<file path="src/rtl/cpu_defs.sv">
// Encodings shared by the execute and memory/write-back stages, plus small
// extension helpers used by load alignment.
package cpu_defs;

    localparam int XLEN = 32;

    typedef enum logic [2:0] {
        LD_LW  = 3'd0,
        LD_LB  = 3'd1,
        LD_LBU = 3'd2,
        LD_LH  = 3'd3,
        LD_LHU = 3'd4,
        LD_LWL = 3'd5,
        LD_LWR = 3'd6
    } load_type_e;

    typedef enum logic [2:0] {
        ST_SW  = 3'd0,
        ST_SB  = 3'd1,
        ST_SH  = 3'd2,
        ST_SWL = 3'd3,
        ST_SWR = 3'd4
    } store_type_e;

    function automatic logic [XLEN-1:0] ext8(input logic [7:0] b, input logic sgn);
        return {{24{sgn & b[7]}}, b};
    endfunction

    function automatic logic [XLEN-1:0] ext16(input logic [15:0] h, input logic sgn);
        return {{16{sgn & h[15]}}, h};
    endfunction

endpackage

</file>
<file path="src/rtl/mem_wb_stage_load_align.sv">
// Combinational load-data aligner: picks and extends byte/half lanes and
// merges partial words for LWL/LWR.
module load_align
    import cpu_defs::*;
(
    input  logic [2:0]  load_type,
    input  logic [1:0]  offset,
    input  logic [31:0] rdata,
    input  logic [31:0] rt,
    output logic [31:0] aligned
);

    logic [7:0]  lane [4];
    logic [7:0]  byte_sel;
    logic [15:0] half_sel;
    logic [31:0] lwl_word;
    logic [31:0] lwr_word;

    genvar gi;
    generate
        for (gi = 0; gi < 4; gi++) begin : g_lane
            assign lane[gi] = rdata[8*gi +: 8];
        end
    endgenerate

    assign byte_sel = lane[offset];
    // Odd halfword offsets never reach here; execute raises AdEL for them.
    assign half_sel = offset[1] ? rdata[31:16] : rdata[15:0];

    always_comb begin
        lwl_word = rdata;
        lwr_word = rdata;
        case (offset)
            2'd0: begin
                lwl_word = {rdata[7:0],  rt[23:0]};
                lwr_word = rdata;
            end
            2'd1: begin
                lwl_word = {rdata[15:0], rt[15:0]};
                lwr_word = {rt[31:24], rdata[31:8]};
            end
            2'd2: begin
                lwl_word = {rdata[23:0], rt[7:0]};
                lwr_word = {rt[31:16], rdata[31:16]};
            end
            default: begin
                lwl_word = rdata;
                lwr_word = {rt[31:8], rdata[31:24]};
            end
        endcase
    end

    always_comb begin
        aligned = rdata;
        case (load_type)
            LD_LB:   aligned = ext8(byte_sel, 1'b1);
            LD_LBU:  aligned = ext8(byte_sel, 1'b0);
            LD_LH:   aligned = ext16(half_sel, 1'b1);
            LD_LHU:  aligned = ext16(half_sel, 1'b0);
            LD_LWL:  aligned = lwl_word;
            LD_LWR:  aligned = lwr_word;
            default: aligned = rdata;
        endcase
    end

endmodule

</file>
<file path="src/rtl/mem_wb_stage.sv">
// Memory/write-back stage: load alignment, HI/LO ownership, forwarding port
// and the registered register-file write port.
module mem_wb_stage
    import cpu_defs::*;
#(
    parameter logic [31:0] RESET_HILO = 32'h0000_0000
) (
    input  logic        clk,
    input  logic        resetn,
    input  logic        exe_reg_en,
    input  logic        exe_mem_read,
    input  logic [4:0]  exe_reg_waddr,
    input  logic [31:0] alu_result_reg,
    input  logic [2:0]  exe_load_type,
    input  logic [31:0] exe_load_rt_data,
    input  logic [31:0] data_sram_rdata,
    input  logic        exe_hi_rd,
    input  logic        exe_lo_rd,
    input  logic        exe_hi_wr,
    input  logic        exe_lo_wr,
    input  logic        exe_MD_complete,
    input  logic [63:0] exe_MD_result,
    output logic        mem_fwd_en,
    output logic [4:0]  mem_fwd_waddr,
    output logic [31:0] mem_fwd_wdata,
    output logic        wb_reg_wen,
    output logic [4:0]  wb_reg_waddr,
    output logic [31:0] wb_reg_wdata,
    output logic [31:0] hi_q,
    output logic [31:0] lo_q
);

    logic [31:0] load_word;
    logic [31:0] hi_d;
    logic [31:0] lo_d;
    logic [31:0] result;
    logic        wb_reg_wen_d;
    logic [4:0]  wb_reg_waddr_d;
    logic [31:0] wb_reg_wdata_d;
    logic        wb_reg_wen_q;
    logic [4:0]  wb_reg_waddr_q;
    logic [31:0] wb_reg_wdata_q;

    load_align u_load_align (
        .load_type (exe_load_type),
        .offset    (alu_result_reg[1:0]),
        .rdata     (data_sram_rdata),
        .rt        (exe_load_rt_data),
        .aligned   (load_word)
    );

    always_comb begin
        // A move is younger than an in-flight MD op, so it wins.
        hi_d = hi_q;
        lo_d = lo_q;
        if (exe_hi_wr)            hi_d = alu_result_reg;
        else if (exe_MD_complete) hi_d = exe_MD_result[63:32];
        if (exe_lo_wr)            lo_d = alu_result_reg;
        else if (exe_MD_complete) lo_d = exe_MD_result[31:0];

        result = alu_result_reg;
        if (exe_hi_rd)         result = hi_d;
        else if (exe_lo_rd)    result = lo_d;
        else if (exe_mem_read) result = load_word;

        wb_reg_wen_d   = exe_reg_en;
        wb_reg_waddr_d = exe_reg_waddr;
        wb_reg_wdata_d = result;
    end

    always_ff @(posedge clk) begin
        if (!resetn) begin
            hi_q           <= RESET_HILO;
            lo_q           <= RESET_HILO;
            wb_reg_wen_q   <= 1'b0;
            wb_reg_waddr_q <= 5'd0;
            wb_reg_wdata_q <= 32'd0;
        end else begin
            hi_q           <= hi_d;
            lo_q           <= lo_d;
            wb_reg_wen_q   <= wb_reg_wen_d;
            wb_reg_waddr_q <= wb_reg_waddr_d;
            wb_reg_wdata_q <= wb_reg_wdata_d;
        end
    end

    assign mem_fwd_en    = exe_reg_en;
    assign mem_fwd_waddr = exe_reg_waddr;
    assign mem_fwd_wdata = result;
    assign wb_reg_wen    = wb_reg_wen_q;
    assign wb_reg_waddr  = wb_reg_waddr_q;
    assign wb_reg_wdata  = wb_reg_wdata_q;

endmodule

</file>
<file path="config.mk">
export PLATFORM = sky130hd
export DESIGN_NAME = mem_wb_stage
export DESIGN_NICKNAME = d
export VERILOG_FILES = /design/src/rtl/cpu_defs.sv /design/src/rtl/mem_wb_stage_load_align.sv /design/src/rtl/mem_wb_stage.sv
export SDC_FILE = /design/constraint.sdc
export NUM_CORES = 1
export LEC_CHECK = 0
export BUFFER_PORTS_ARGS = -buffer_cell sky130_fd_sc_hd__buf_2
export CAP_MARGIN = 5
export CORE_MARGIN = 3
export CORE_UTILIZATION = 54
export CTS_BUF_LIST = sky130_fd_sc_hd__clkbuf_4 sky130_fd_sc_hd__clkbuf_8
export DETAILED_ROUTE_END_ITERATION = 7
export GPL_TIMING_DRIVEN = 0
export PLACE_DENSITY = 0.88
export SLEW_MARGIN = 0
export SYNTH_ARGS = -nofsm -noshare
export SYNTH_HDL_FRONTEND = slang
export SYNTH_SLANG_ARGS = --single-unit
</file>
<file path="constraint.sdc">
create_clock -name clk -period 4.71 [get_ports clk]
set_input_delay 0.2355 -clock clk [delete_from_list [all_inputs] [get_ports clk]]
set_output_delay 0.2355 -clock clk [all_outputs]
set_load 0.1 [all_outputs]
</file>
Word level (Yosys, flattened, before mapping). Cells that the tools add are included.

$mul: 0. Div/mod/pow operators: 0. Shift operators: 0. Eq/ne operators: 8. Add/sub/neg operators: 0. Reduce and logical (&&, ||, !) cells: 1. Muxes and demuxes: 14. Magnitude comparators: 1. Bitwise operators: 1.

Operator list (count): 32-bit 2-to-1 mux (7); 32-bit case mux with 3 select lines (2); 32-bit case mux with 6 select lines (1); 8-bit binary-select mux with 2-bit select (1); 16-bit 2-to-1 mux (1); 8-bit 2-to-1 mux (2); 3-bit equality test (second input constant) (3); 3-bit by 2-bit equality test with 1-bit output (second input constant) (2); 3-bit by 1-bit equality test with 1-bit output (second input constant) (1); 3-bit greater-or-equal comparator (second input constant) (1); 2-bit NOT with 3-bit output (1); 2-bit by 1-bit equality test with 1-bit output (second input constant) (1); 2-bit equality test (second input constant) (1); 2-bit zero test (1).

Bits in writable memories: 0. Bits in registers: 102. Output and inout bits: 140. Bits of input ports: 177. Logic and storage cells: 30. Bits in latches: 0. Memories: 0. Memory bits (read-only): 0.

Longest topological paths before layout. Gate-level depths: netlist (run 1).

Depth in word-level cells: 8. Gate-level depth with buffers: 9. Gate-level depth less buffers: 5.

Cells and area by module. Synthesis (run 1) repeated with hierarchy kept, for this count alone.

Cells, all modules: 854. Area, all modules: 7847.5 µm².

By module, submodules not included: mem_wb_stage (area each 5977.0 µm², cells each 597, instances 1, sequential area each 2042.0 µm²); load_align (area each 1870.5 µm², cells each 257, instances 1, sequential area each 0.0 µm²).

Least setup slack after synthesis (run 1). No wires, ideal clock.

Path kind: register to register. From: register lo_q[7]. To: register wb_reg_wdata_q[7], in the netlist wb_reg_wdata[7]. Cell stages (with the launch flop): 6. Setup slack: 0.658 ns. Setup time: 0.071 ns. Clock period less this slack: 4.052 ns. Buffers on the path: 0. Data arrival time: 3.981 ns. Required time: 4.639 ns. Path through: dfxtp_1 > mux2_2 > mux2_2 > nor2_1 > o31ai_1 > and2_1.

Word-level cells in the longest chain between the ends: 4.

RTL lines: start: declaration (RTL line mem_wb_stage.sv:30) `output logic [31:0] lo_q`; start signal: assignment (RTL line mem_wb_stage.sv:80) `lo_q <= lo_d;`; 32-bit 2-to-1 mux (RTL line mem_wb_stage.sv:59) `else if (exe_MD_complete) lo_d = exe_MD_result[31:0];`; 32-bit 2-to-1 mux (RTL line mem_wb_stage.sv:58) `if (exe_lo_wr) lo_d = alu_result_reg;`; 32-bit 2-to-1 mux (RTL line mem_wb_stage.sv:63) `else if (exe_lo_rd) result = lo_d;`; 32-bit 2-to-1 mux (RTL line mem_wb_stage.sv:62) `if (exe_hi_rd) result = hi_d;`; named net mem_fwd_wdata[7] (RTL line mem_wb_stage.sv:25) `output logic [31:0] mem_fwd_wdata,`; end signal: assignment (RTL line mem_wb_stage.sv:83) `wb_reg_wdata_q <= wb_reg_wdata_d;`; end: declaration (RTL line mem_wb_stage.sv:42) `logic [31:0] wb_reg_wdata_q;`.

The timed path passes the listed nets, and every way through them passes these cells. A chain may end at the register's enable or synchronous reset.

Worst setup path after layout (run 1).
From: input port exe_hi_wr. To: output port mem_fwd_wdata[29].

Word-level cells in the longest chain between the ends: 2.

RTL lines: start: declaration (RTL line mem_wb_stage.sv:19) `input logic exe_hi_wr,`; 32-bit 2-to-1 mux (RTL line mem_wb_stage.sv:56) `if (exe_hi_wr) hi_d = alu_result_reg;`; 32-bit 2-to-1 mux (RTL line mem_wb_stage.sv:62); end: declaration (RTL line mem_wb_stage.sv:25).

No other way between the ends.

==> results.yml, run 1 <==
die:
  initial_utilization_pct: 56.3
  io_pins: 317
  dieArea_um2: 15600
  core-area_um2: 13600
  fp.dieH_um: 125
  row_count: 42
  die_w_um: 125
critical_path:
  worstPathRequired_ns: 4.47
  crit_type: "input pin to primary output"
  cp-start-kind: "input pin"
  cp_max_fo: 10
  reg2reg_depth: 4
  critPathCaptureType: "primary output"
  r2r_start: "lo_q[5]$_SDFF_PN0_"
  crit_start: "exe_hi_wr"
  reg2reg_setup_slack_ns: 3.07
  r2r-end: "wb_reg_wdata[5]$_SDFF_PN0_"
  crit_arrival_ns: 2.93
cells_and_area:
  utilization_pct: 70.8
  drive_gt1_share_pct: 35.5
  antenna_cells: 0
  nFillCells: 1076
  nets: 1402
  fin_cells: 1406
  syn_to_final_growth_pct: 25.8
  stdcell_area_um2: 9600
clock_tree:
  post_cts_buffers: 0
  cts.sinks: 102
  cts_max_level: 3
  cts_tree: "yes"
  cts_resized: 0
  cts_root_buf: "clkbuf_8"
  clk_pin_slew_worst_paths_ns: 0.11
  cts-buffers-inserted: 9
  insertion_delay_ns: 0.41
  clockBufferDepth: 2
  cts_hold_buf: 0
detailed_routing:
  drc: 0
  via_count: 9278
  drtAntennaViolNets: 0
  drt-pass1-iter-count: 6
  drt_iter0_drc: 1260
  viasPerCell: 6.60
  wl_um: 35400
  avgRoutedWirePerCell_um: 25.2
timing:
  slew_violations: 0
  maxClockFrequency_mhz: 316
  hold_violations: 0
  fin_ws_ns: 1.55
  setup_viol: 0
  rsz0062_at_grt: "no"
  period_needed_ns: 3.16
  fin_setup_tns_ns: 0
  tightest_slew_ns: 0.930
  hold_slack_ns: 0.0405
  fin_crit_sh_pct: 67.1
  maxSlewHeadroom_pct: 38.0
  fin_worst_skew_ns: 0.0147
placement:
  gp_congestion: 1.00
  port_buffers: 312
  placed_area_um2: 9420
  post-place-ws_ns: 1.76
  hpwlAfterDp_um: 27300
  place_inst: 1390
power:
  powerDensity_nw_per_um2: 325
  p_comb_share_pct: 51.1
  switching_share_pct: 52.2
  p_int_mw: 1.49
  pwr-share-clk_pct: 18.3
  p_seq_share_pct: 30.6
  p_leak_nw: 4.50
  p_total_mw: 3.12
  peakVddDrop_mv: 0.273
  power_switching_mw: 1.63
yosys:
  synth_edf_count: 0
  synth_top_cells_by_area: "dfxtp_1, mux2i_1, mux4_2"
  yosys.area.top_type: "dfxtp_1"
  ys_types: 60
  synthArstFlopShare_pct: 0
  synthCells: 902
  avgSynthCellArea_um2: 8.47
  ys_seq_area_share_pct: 26.7
  syn_area_um2: 7640
  ys_ff_latch: 102
  synthMostInstantiatedCell: "dfxtp_1"
  ys_dominant_reg_cell: "dfxtp_1"
  synth_commonest_cells: "dfxtp_1, nor2_1, mux2i_1"
  yosys_warnings: 0
  synthesis.nets: 1079
  yosysTopAreaCellShare_pct: 26.7
global_route:
  grt_max_degree: 19
  antenna_found_initial: 0
  grt_pass1_vias: 9045
  grt.total_usage_pct: 42.9
  grt_pass1_wl_um: 51800
  overflow: 0
hold_path:
  hold_end: "wb_reg_waddr[2]$_SDFF_PN0_"
  min_path_cells: 2
  hold_class: "input pin to flop"
  min_from: "exe_reg_waddr[2]"
outcome:
  status: "completed"
job:
  maxCapViolCount: 0
-- critical path: stages --
cell,delay (ns)
buf_2,0.12
clkbuf_1,0.52
buf_1,0.72
clkbuf_1,0.46
nand2_1,0.09
o21ai_0,0.11
nand2_1,0.10
nand2_1,0.12
buf_2,0.43
-- kinds of logic after synthesis --
kind of cell    count (synthesis)  share of synthesized area [%]
simple gates                  288                           18.3
compound gates                282                           27.2
mux                           137                           21.4
flops                         102                           26.7
buf+inv                        93                           6.36
-- state kept, by name, summed over array words and instances, names as in the netlist --
| signal | count |
|---|---|
| lo_q | 32 |
| wb_reg_wdata | 32 |
| wb_reg_wen | 1 |
| wb_reg_waddr | 5 |
| hi_q | 32 |
-- power by group through the flow --
stage	Combinational [mW]	Sequential [mW]	Clock (mW)
after global placement	1.55	0.968	0
after global routing	1.64	0.959	0.602
after CTS	1.57	0.952	0.566
final	1.59	0.953	0.571
after detailed placement	1.56	0.971	0
after floorplan	0.726	1.44	0
-- metal layers --
layer / GRT usage (%) / vias to the layer above / share of wire, %
met4: 20.3 / 0 / 4.7
met5: 0 / - / 0
met2: 70.2 / 839 / 46
li1: - / 4019 / -
met3: 12.0 / 151 / 14
met1: 52.3 / 4269 / 36
-- area by class of cell --
type | count | area, µm² | area share [%]
inverters | 7 | 26.3 | 0.274
clock buffers | 10 | 131 | 1.37
clock inverters | 6 | 53.8 | 0.560
flip-flops and latches | 102 | 2040 | 21.3
repair buffers | 312 | 1560 | 16.3
multi-input cells | 707 | 5110 | 53.2
well taps | 176 | 220 | 2.29
plain buffers | 86 | 459 | 4.78
-- placed cells by master, fill, tap and decap left out, types with 11 or more instances in the layout --
cell	n
mux2_2	20
nor3_1	16
o21ai_1	13
nand2_1	72
clkbuf_1	38
a21oi_1	56
a211oi_1	46
mux4_2	19
and2_1	31
o21a_1	17
and3_1	13
o21ai_0	48
nor2_1	101
dfxtp_1	102
mux2i_1	97
nand2b_1	17
buf_2	334
buf_4	13
a2111oi_1	11
-- how the worst max path moves through the flow --
stage                                       to  slack, ns  cells past startpoint
floorplan           wb_reg_wdata[7]$_SDFF_PN0_       0.66                      5
global route                 mem_fwd_wdata[29]       1.47                      9
global placement             mem_fwd_wdata[30]       1.81                      9
detailed placement           mem_fwd_wdata[29]       1.76                      9
finish                       mem_fwd_wdata[29]       1.55                      9
CTS                          mem_fwd_wdata[29]       1.75                      9
(Power assumes the default switching activity.)
==> inputs of run 2 (changes only) <==
Settings changed: CORE_UTILIZATION 54 to 50, PLACE_DENSITY 0.88 to 0.83.
Clock period 4.71 ns to 3 ns, I/O delays scaled along.
==> results.yml, run 2 (synthesis gave the netlist of run 1 again) <==
die:
  die_w_um: 130
  dieArea_um2: 16800
  core-area_um2: 14800
  initial_utilization_pct: 51.8
  io_pins: 317
  row_count: 44
  fp.dieH_um: 130
cells_and_area:
  fin_cells: 1419
  drive_gt1_share_pct: 36.6
  antenna_cells: 0
  layout_common_cells: "buf_2, dfxtp_1, nor2_1, mux2i_1, nand2_1"
  syn_to_final_growth_pct: 27.5
  final_common_cell: "buf_2"
  utilization_pct: 66.0
  nets: 1407
critical_path:
  critPathCaptureType: "primary output"
  cp_max_fo: 10
  cpMostUsedCell: "clkbuf_1"
  cp-start-kind: "input pin"
  cpPeakStageDelay_ns: 0.73
  path_buf_inv: 5
  r2r_start: "lo_q[22]$_SDFF_PN0_"
  reg2reg_setup_slack_ns: 1.14
  reg2reg_depth: 5
  cp-endpoint: "mem_fwd_wdata[26]"
  crit_type: "input pin to primary output"
  r2r-end: "wb_reg_wdata[22]$_SDFF_PN0_"
  crit_chain: "buf_2 -> clkbuf_1 -> clkbuf_1 -> clkbuf_1 -> nand2_1 -> nand2_1 -> buf_2"
  critical_path.top_delay_family: "buffers and inverters"
  worst-path-stages: 7
  crit_start: "exe_hi_rd"
  critPathSlowestCell: "clkbuf_1"
  crit_arrival_ns: 2.77
  worstPathRequired_ns: 2.85
placement:
  place_inst: 1398
  port_buffers: 312
  hpwlAfterDp_um: 27800
  gp_congestion: 1.04
power:
  powerDensity_nw_per_um2: 507
  p_total_mw: 4.94
  p_leak_nw: 4.55
  peakVddDrop_mv: 0.366
clock_tree:
  post_cts_buffers: 0
  cts_tree: "yes"
  cts.sinks: 102
  insertion_delay_ns: 0.40
  clockBufferDepth: 2
  cts_root_buf: "clkbuf_8"
  cts_max_level: 3
  clk_pin_slew_worst_paths_ns: 0.11
  cts-buffers-inserted: 9
detailed_routing:
  drc: 0
  via_count: 9113
  avgRoutedWirePerCell_um: 24.9
  drt-pass1-iter-count: 6
  drtAntennaViolNets: 0
  wl_um: 35300
  viasPerCell: 6.42
  drt_iter0_drc: 1139
timing:
  slew_violations: 0
  tightest_slew_ns: 0.946
  fin_worst_skew_ns: 0.0150
  maxSlewHeadroom_pct: 36.9
  fin_crit_sh_pct: 97.4
  fin_setup_tns_ns: 0
  setup_viol: 0
  rsz0062_at_grt: "no"
  maxClockFrequency_mhz: 342
  hold_violations: 0
  period_needed_ns: 2.92
outcome:
  status: "completed"
global_route:
  grt_pass1_wl_um: 50600
  overflow: 0
  grt_max_degree: 20
  grt_pass1_vias: 8493
  grt.total_usage_pct: 40.1
  antenna_found_initial: 1
hold_path:
  hold_class: "input pin to flop"
  min_from: "exe_reg_waddr[2]"
job:
  maxCapViolCount: 0
[run 2: cell types whose count changed in the layout (fill, tap and decap cells not counted)]
cell,before,now
inv_6,2,3
clkbuf_2,0,1
clkinv_4,2,1
a211oi_2,7,20
clkinv_8,0,1
o31ai_2,0,1
clkbuf_4,1,0
o31ai_1,2,1
clkinv_2,0,1
dlygate4sd3_1,0,5
a211oi_1,46,33
inv_8,1,0
buf_1,5,4
[run 2: layer usage]
layer / global-route usage [%] / share of wire, % / vias up
met5: 0 / 0.037 / -
met1: 52.7 / 39 / 4281
met3: 10.7 / 12 / 100
met4: 17.2 / 4.6 / 2
met2: 62.3 / 45 / 697
li1: - / - / 4033
[run 2: what timing repair did]
action / CTS / global route
hold endpoints to repair: 5 / 0
resized for setup: 0 / 1
hold buffers: 5 / 0
setup endpoints to repair: 0 / 8
[run 2: where the power goes]
part | internal, mW | leakage, nW | switching [mW]
Sequential | 1.46 | 0.848 | 0.0406
Combinational | 0.572 | 3.60 | 1.95
Clock | 0.319 | 0.0934 | 0.595
[run 2: worst reg2reg max path, cell delays in order (launching register included)]
cell and delay [ns]:
dfxtp_1 0.34, mux2i_1 0.07, nand2_1 0.09, a32o_1 0.27, nor3_1 0.10, a2111oi_0 0.80
[run 2: worst min path at each step]
stage / endpoint / slack [ns] / depth (start not counted)
floorplan: wb_reg_waddr[0]$_SDFF_PN0_ / 0.28 / 1
global placement: wb_reg_waddr[2]$_SDFF_PN0_ / 0.37 / 2
detailed placement: wb_reg_waddr[3]$_SDFF_PN0_ / 0.38 / 2
CTS: wb_reg_waddr[2]$_SDFF_PN0_ / 0.02 / 2
global route: wb_reg_waddr[2]$_SDFF_PN0_ / 0.01 / 2
finish: wb_reg_waddr[2]$_SDFF_PN0_ / 0.03 / 2
[run 2: stage by stage]
stage / hold WS (ns) / setup slack, ns / area, µm²
CTS: 0.0184 / 0.0353 / 9740
finish: 0.0266 / 0.0765 / 9740
global route: 0.0148 / 0.0661 / 9740
global placement: 0.370 / 0.0751 / 9500
detailed placement: 0.377 / 0.0285 / 9500
floorplan: 0.277 / -0.114 / 7710
[run 2: area by class of cell]
type	count	area [µm²]
fill	1312	5020
tap	184	230
timing repair buffer	317	1610
sequential	102	2040
multi-input combinational	707	5180
inverter	7	26.3
clock buffer	9	124
buffer	86	460
clock inverter	7	63.8
==> inputs of run 3 (changes only) <==
Settings changed: CORE_UTILIZATION 50 to 45, PLACE_DENSITY 0.83 to 0.75, SYNTH_HIERARCHICAL set to 1.
==> results.yml, run 3 <==
timing:
  maxClockFrequency_mhz: 339
  tightest_slew_ns: 0.977
  setup_viol: 0
  fin_ws_ns: 0.0503
  period_needed_ns: 2.95
  hold_slack_ns: 0.101
  slew_violations: 0
  fin_worst_skew_ns: 0.0132
  fin_crit_sh_pct: 98.3
  hold_violations: 0
  maxSlewHeadroom_pct: 34.9
  rsz0062_at_grt: "yes"
critical_path:
  path_buf_inv: 3
  worstPathRequired_ns: 2.85
  crit_type: "input pin to primary output"
  cp-start-kind: "input pin"
  critPathCaptureType: "primary output"
  critPathSlowestCell: "a211oi_1"
  cpMostUsedCell: "buf_2"
  critical_path.top_delay_family: "compound AO/OA/AOI/OAI gates"
  crit_arrival_ns: 2.80
  crit_chain: "buf_2 -> buf_2 -> mux2i_1 -> a211o_1 -> o31a_1 -> a21oi_1 -> a211oi_1 -> o31ai_2 -> buf_2"
  cpPeakStageDelay_ns: 0.47
  cp_max_fo: 8
outcome:
  status: "completed"
yosys:
  yosys_warnings: 6
  synth_top_cells_by_area: "dfxtp_1, mux2i_1, nand2b_1"
  synthesis.nets: 1031
  ys_dominant_reg_cell: "dfxtp_1"
  ys_seq_area_share_pct: 26.0
  synthCells: 854
  yosysTopAreaCellShare_pct: 26.0
  ys_types: 51
  synthArstFlopShare_pct: 0
  syn_area_um2: 7850
  synth_edf_count: 0
  yosys.area.top_type: "dfxtp_1"
  synth_commonest_cells: "dfxtp_1, nand2b_1, nor2b_1"
  ys_ff_latch: 102
  avgSynthCellArea_um2: 9.19
  synthMostInstantiatedCell: "dfxtp_1"
clock_tree:
  cts_max_level: 3
  clockBufferDepth: 2
  cts_root_buf: "clkbuf_8"
  clk_pin_slew_worst_paths_ns: 0.12
  cts-buffers-inserted: 9
  cts_tree: "yes"
  cts.sinks: 102
  insertion_delay_ns: 0.40
hold_path:
  hold_class: "input pin to flop"
global_route:
  grt_pass1_wl_um: 50400
  antenna_found_initial: 1
  grt_max_degree: 20
  grt_pass1_vias: 8688
  overflow: 0
  grt.total_usage_pct: 33.2
die:
  row_count: 47
  io_pins: 317
  die_w_um: 138
  initial_utilization_pct: 46.7
  core-area_um2: 16800
  dieArea_um2: 19100
  fp.dieH_um: 138
power:
  p_comb_share_pct: 51.5
  switching_share_pct: 50.5
  power_switching_mw: 2.57
  peakVddDrop_mv: 0.329
  pwr-share-clk_pct: 18.8
  p_seq_share_pct: 29.7
  p_leak_nw: 4.75
  p_total_mw: 5.09
  p_int_mw: 2.52
  powerDensity_nw_per_um2: 503
cells_and_area:
  drive_gt1_share_pct: 40.4
  layout_common_cells: "buf_2, dfxtp_1, nand2b_1, nor2b_1, mux2i_1"
  final_common_cell: "buf_2"
  nFillCells: 1542
  syn_to_final_growth_pct: 29.1
  nets: 1356
  utilization_pct: 60.2
detailed_routing:
  viasPerCell: 6.13
  avgRoutedWirePerCell_um: 23.8
  wl_um: 33400
  drt-pass1-iter-count: 5
  drc: 0
  drtAntennaViolNets: 0
  via_count: 8611
  drt_iter0_drc: 646
placement:
  hpwlAfterDp_um: 26400
  gp_congestion: 1.05
  post-place-ws_ns: -0.0692
  port_buffers: 310
job:
  maxCapViolCount: 0
run 3: cell count changes after synthesis, sizes merged, moves of 22 or more:
cell / delta
nor2b: +55
o211a: +22
a2111oi: -26
o31ai: +31
o32ai: +32
o22ai: +51
nand2: -50
nor2: -84
mux2i: -33
nand2b: +54
a21oi: -44
mux2: +51
o211ai: +26
and2: -27
run 3: final cells by class:
class                           count  area, µm²  area share (%)
Sequential cell                   102       2040            20.2
Inverter                           12       45.0           0.445
Buffer                             90        531            5.24
Clock inverter                      6       76.3           0.754
Multi-Input combinational cell    648       5400            53.4
Tap cell                          220        275            2.72
Timing Repair Buffer              316       1620            16.0
Antenna cell                        1       2.50          0.0247
Clock buffer                       10        131            1.30
run 3: kinds of logic after synthesis:
kind of cell	synth area share (%)
buffers and inverters	7.41
multiplexers	19.9
flip-flops	26.0
AND/OR/NAND/NOR	14.2
AO/OA/AOI/OAI	32.4
run 3: per-stage QoR:
stage	setup TNS (ns)	cells	area, µm²
final	0	1405	10100
after global routing	-0.00748	1405	10100
after CTS	0	1404	10100
after detailed placement	-0.217	1384	9830
after global placement	-0.411	1384	9830
after floorplan	0	854	8010
run 3: final timing paths:
kind,start,to,slack [ns],cells past startpoint
hold / removal,exe_MD_result[25],lo_q[25]$_SDFF_PN0_,0.10,3
setup reg to reg,hi_q[17]$_SDFF_PN0_,wb_reg_wdata[17]$_SDFF_PN0_,1.79,3
setup / recovery,alu_result_reg[1],mem_fwd_wdata[21],0.05,9
hold reg to reg,lo_q[13]$_SDFF_PN0_,lo_q[13]$_SDFF_PN0_,0.64,2
run 3: repair_timing:
| item | in CTS | in global routing |
|---|---|---|
| hold endpoints to repair | 6 | 0 |
| endpoints found under the setup margin | 6 | 7 |
| gates resized for setup | 2 | 7 |
| buffers inserted | 0 | 0 |
| pin swaps | 0 | 0 |
| hold buffers | 6 | 0 |
run 3: per-layer routing:
layer / global-route usage (%) / wire length [µm] / up-vias / part of all wire [%]
met4: 14.5 / 1210 / 0 / 3.6
met1: 42.0 / 13900 / 4104 / 41
met5: 0 / 0 / - / 0
li1: - / - / 3930 / -
met2: 55.2 / 15600 / 498 / 47
met3: 6.32 / 2750 / 79 / 8.2
run 3: worst min-delay path: stages:
cell and delay [ns]:
buf_2 0.07, mux2_4 0.14, o211a_1 0.12
run 3: power groups by stage:
stage               registers (mW)  clock network (mW)  logic (mW)
CTS                           1.51               0.966        2.60
global placement              1.54                   0        2.58
floorplan                     2.33                   0        1.22
global route                  1.53               0.997        2.71
finish                        1.51               0.958        2.62
detailed placement            1.54                   0        2.58
